==> config.mk <==
export PLATFORM = sky130hd
export DESIGN_NAME = reorder_buffer
export DESIGN_NICKNAME = d
export VERILOG_FILES = /design/src/rtl/reorder_buffer.sv
export SDC_FILE = /design/constraint.sdc
export NUM_CORES = 2
export LEC_CHECK = 0
export BUFFER_PORTS_ARGS = -buffer_cell sky130_fd_sc_hd__buf_2
export CORE_MARGIN = 4
export CORE_UTILIZATION = 40
export DETAILED_ROUTE_END_ITERATION = 7
export GPL_TIMING_DRIVEN = 0
export PLACE_DENSITY_LB_ADDON = 0.2
export SYNTH_ARGS = -nofsm -noshare
export SYNTH_HDL_FRONTEND = slang
export SYNTH_SLANG_ARGS = --single-unit
==> constraint.sdc <==
create_clock -name clk -period 10.5 [get_ports clk]
set_clock_uncertainty 0.05 [all_clocks]
set_input_delay 0.525 -clock clk [delete_from_list [all_inputs] [get_ports clk]]
set_output_delay 0.525 -clock clk [all_outputs]
set_load 0.01 [all_outputs]
==> src/rtl/reorder_buffer.sv <==
// reorder_buffer: circular in-order ROB that tags dispatched instructions, captures CDB results and retires the head.
module reorder_buffer #(
  parameter int DEPTH = 16,
  parameter int REG_NUM = 32,
  parameter int READ_PORTS = 2,
  parameter int CDB_SIZE = 2,
  localparam int IW = $clog2(DEPTH),
  localparam int RW = $clog2(REG_NUM),
  localparam int CW = 33 + IW
) (
  input  logic                       clk,
  input  logic                       rst,
  input  logic                       flush,
  input  logic                       dispatch_valid,
  input  logic [RW-1:0]              dispatch_dest,
  output logic                       dispatch_ready,
  output logic [IW-1:0]              dispatch_index,
  input  logic [CDB_SIZE*CW-1:0]     cdb,
  input  logic                       commit_stall,
  output logic                       commit_valid,
  output logic                       commit_we,
  output logic [RW-1:0]              commit_waddr,
  output logic [31:0]                commit_wdata,
  output logic                       wrst,
  output logic [IW-1:0]              wreorder,
  input  logic [READ_PORTS*IW-1:0]   raddr,
  output logic [READ_PORTS*32-1:0]   rdata,
  output logic [READ_PORTS-1:0]      rready,
  output logic                       empty
);
  logic [DEPTH-1:0] valid, done;
  logic [RW-1:0] dest [DEPTH];
  logic [31:0] value [DEPTH];
  logic [IW-1:0] head, tail;
  logic [IW:0] count;
  logic alloc;
  assign dispatch_ready = count != (IW+1)'(DEPTH);
  assign dispatch_index = tail;
  assign alloc = dispatch_valid && dispatch_ready;
  assign commit_valid = valid[head] && done[head] && !commit_stall;
  assign commit_we = commit_valid && dest[head] != '0;
  assign commit_waddr = dest[head];
  assign commit_wdata = value[head];
  assign wrst = commit_valid;
  assign wreorder = head;
  assign empty = count == '0;
  for (genvar g = 0; g < READ_PORTS; g++) begin : g_rd
    assign rdata[g*32 +: 32] = value[raddr[g*IW +: IW]];
    assign rready[g] = valid[raddr[g*IW +: IW]] && done[raddr[g*IW +: IW]];
  end
  // The tail slot is always invalid when allocation is allowed, so a CDB hit on it is ignored.
  always_ff @(posedge clk or negedge rst) begin
    if (!rst) begin
      valid <= '0;
      done <= '0;
      head <= '0;
      tail <= '0;
      count <= '0;
      for (int i = 0; i < DEPTH; i++) begin
        dest[i] <= '0;
        value[i] <= '0;
      end
    end else if (flush) begin
      valid <= '0;
      done <= '0;
      head <= '0;
      tail <= '0;
      count <= '0;
      for (int i = 0; i < DEPTH; i++) begin
        dest[i] <= '0;
        value[i] <= '0;
      end
    end else begin
      if (alloc) begin
        valid[tail] <= 1'b1;
        done[tail] <= 1'b0;
        dest[tail] <= dispatch_dest;
        value[tail] <= '0;
        tail <= tail + 1'b1;
      end
      for (int j = 0; j < CDB_SIZE; j++)
        if (cdb[j*CW+CW-1] && valid[cdb[j*CW+32 +: IW]] && !done[cdb[j*CW+32 +: IW]]) begin
          value[cdb[j*CW+32 +: IW]] <= cdb[j*CW +: 32];
          done[cdb[j*CW+32 +: IW]] <= 1'b1;
        end
      if (commit_valid) begin
        valid[head] <= 1'b0;
        head <= head + 1'b1;
      end
      count <= count + (IW+1)'(alloc) - (IW+1)'(commit_valid);
    end
  end
endmodule

==> results.yml <==
finish:
  final_cell_mix: "nand2_1, dfrtp_1, nor2_1"
  area_delta_synth_final_pct: 13.00
  final_cells: 5800
  final_common_cell: "nand2_1"
  finalNetCount: 4420
  drive_gt1_share_pct: 21.14
yosys:
  ys_ff_latch: 637
  ys_warn_count: 0
  synth-edff-count: 0
  syn_avg_cell_area_sq_um: 10.61
  synth_cell_types: 66
  async_flop_share_pct: 100.0
  synth_top_flop_cell: "dfrtp_1"
  syn_nets: 4161
  netlist_instances: 4054
  yosysSeqAreaShare_pct: 37.07
  syn_area_sq_mm: 0.04299
detailed_routing:
  vias: 42450
  ant_nets: 0
  first_pass_iters: 7
  vias_per_cell: 7.319
  wl_per_cell_microns: 40.03
  drt-total-wl_mm: 232.2
  drt_iter0_drc: 6565
  route.detailed.drc: 0
power:
  power.internal_w: 0.004382
  p_leak_nw: 18.94
  powerDensity_mw_per_mm2: 128.9
  swShare_pct: 30.03
  seq_power_share_pct: 40.2
  pwr-share-comb_pct: 13.1
  ir_drop_v: 0.0001061
  p_clk_share_pct: 46.7
  p_switching_w: 0.001881
die:
  die_h_microns: 335.9
  start_util_pct: 40.22
  ios: 208
  die-area_sq_mm: 0.1128
  die_w_microns: 335.9
  core_sq_mm: 0.1069
  row_count: 120
min_path:
  min_to: "dest[3]$_DFFE_PN0P_"
  min_from: "dispatch_dest[3]"
  hold_path_depth: 3
  hp-class: "input port to flip-flop"
clock_tree:
  cts_buffer_depth: 3
  cts_root_buf: "clkbuf_16"
  htree_levels: 3
  clkTransAtPathRegs_ps: 60
  cts_tree: "yes"
  post_cts_resized: 0
  cts_made_buffers: 80
  cts_setup_buffers: 0
  clock-sinks: 637
  clk_latency_ps: 700
setup_path:
  ff2ff_path_depth: 7
  critPathArrivalTime_ps: 5970
  worstPathRequired_ps: 9930
  worstPathCellList: "clkbuf_1, clkbuf_1, buf_1, clkbuf_1, mux4_2, mux4_2, buf_2"
  critPathSlowestCell: "clkbuf_1"
  worstSetupPathType: "flip-flop to output pin"
  r2r-start: "wreorder[1]$_DFFE_PN0P_"
  cp-start-kind: "flip-flop"
  cpMostUsedCell: "clkbuf_1"
  cp_num_buf_inv: 5
  worstReg2RegEnd: "wreorder[3]$_DFFE_PN0P_"
  critPathMaxFanout: 10
  endpoint_kind: "output pin"
  timing.critical_path.max_delay_family: "buffers and inverters"
  cpPeakStageDelay_ps: 1060
  r2r_setup_slack_ps: 5500
timing:
  finalHoldViolCount: 0
  setup_viol: 0
  rsz0062_at_grt: "false"
  finalCritPeriodShare_pct: 62.34
  whs_ps: 101.4
  tightest_slew_ps: 1651
  min_period_ps: 6546
  slew_viol_final: 142
  fmax_mhz: 152.8
  slew_headroom_pct: -10.04
placement:
  dp_hpwl_mm: 162.7
  gp_congestion: 1.014
  port_buffers: 165
  post-place-cells: 5632
flow_run:
  cap_viol_max_count: 14
global_routing:
  grt_first_pass_wirelength_mm: 321.0
  antenna_found_initial: 24
  grt_max_degree: 113
  grt_use_total_pct: 40.67
  grt_overflow: 0
  grt_pass1_vias: 41184
status:
  violations: "max-capacitance violations, max-slew violations"
  status: "complete, but fails checks"
-- area by class of cell --
type	instances	area, sq um
fill	10250	58320
multi-input combinational	2877	24990
sequential	637	15940
clock buffer	119	2290
buffer	492	1927
tap	1403	1755
timing repair buffer	177	1087
clock inverter	25	361.6
inverter	48	180.2
antenna	22	55.05
-- power by group through the flow --
stage          sequential [W]  clock, W  combinational [W]
3_5_place_dp          0.00256         0           0.000781
5_1_grt               0.00252   0.00301           0.000838
6_report              0.00252   0.00293           0.000818
3_3_place_gp          0.00256         0           0.000766
2_1_floorplan         0.00255         0           0.000395
4_1_cts               0.00252   0.00291           0.000783
-- worst max path at each step --
stage,cells after the start,slack [ps],end,startpoint
after floorplan,14,6580,count[4]$_DFF_PN0_,wreorder[0]$_DFFE_PN0P_
after global placement,1,-6040,dest[67]$_DFFE_PN0P_,rst
after detailed placement,7,5070,commit_wdata[25],wreorder[1]$_DFFE_PN0P_
after CTS,7,4340,commit_wdata[25],wreorder[1]$_DFFE_PN0P_
after global routing,7,4160,commit_wdata[25],wreorder[1]$_DFFE_PN0P_
final,7,3950,commit_wdata[25],wreorder[1]$_DFFE_PN0P_
-- routing by layer --
layer	vias to the layer above	wire [microns]	global-route usage [%]
li1	16041	-	-
met1	21507	80580	49.88
met2	3896	97540	58.23
met3	986	35860	18.67
met4	20	18010	25.36
met5	-	163	0.6809
-- cells in the mapped netlist, drive strengths merged, types with 5 or more instances --
master	n	area share [%]
a2111oi	42	0.91
a211o	9	0.18
a211oi	63	1.1
a21boi	26	0.45
a21oi	85	0.99
a221o	87	2.0
a221oi	5	0.10
a22oi	67	1.2
a311oi	189	3.9
a31oi	18	0.26
a32oi	18	0.37
and2	43	0.63
and3	10	0.15
buf	129	1.3
clkbuf	363	3.2
dfrtp	637	37
ha	14	0.41
inv	48	0.42
mux2	6	0.16
mux2i	41	0.95
mux4	515	27
nand2	641	5.6
nand2b	39	0.57
nand3	125	1.5
nand4	8	0.12
nor2	546	4.8
nor2b	24	0.35
nor3	8	0.10
nor4	35	0.54
o211ai	28	0.49
o21ai	25	0.29
o221ai	83	1.7
or2	37	0.54
xnor2	5	0.10
-- sequential cells by signal, indices dropped and copies added (netlist names) --
register,count
value,512
valid,16
done,16
count,5
dest,80
wreorder,4
dispatch_index,4
-- worst reg2reg max path, cell delays in order, from the launching register on --
cell	delay, ps
dfrtp_1	410
clkbuf_1	550
clkbuf_1	1070
buf_1	1050
clkbuf_1	1030
nand4b_1	210
or3_1	400
a21oi_1	130
-- repair_timing --
item	CTS	global route
hold buffers	1	0
endpoints found under the setup margin	0	0
endpoints found under the hold margin	76	0
-- metrics by stage --
stage          utilization, %  setup WS (ps)  total power (W)  cell area, sq um   TNS, ps
2_1_floorplan               -           6579         0.002946             43000         0
6_report                45.45           3954         0.006262             48580         0
3_3_place_gp            42.63          -6043         0.003328             45580  -3717220
3_5_place_dp            42.88           5069         0.003342             45840         0
5_1_grt                 45.42           4156         0.006364             48550         0
4_1_cts                 45.37           4342         0.006206             48500         0
-- cell families (layout without fill, tap and decap cells) --
kind of cell    Yosys count  count (layout)  synth area share, %
flops                   637             637                37.07
buf+inv                 540             861                4.866
xor+xnor                  7               7               0.1426
simple gates           1537            1537                15.25
fa+ha+maj                15              15               0.4540
compound gates          756             756                14.12
mux                     562             562                28.09
other cells               0              22                    0
Note: power is estimated with default switching activity, not from simulation.
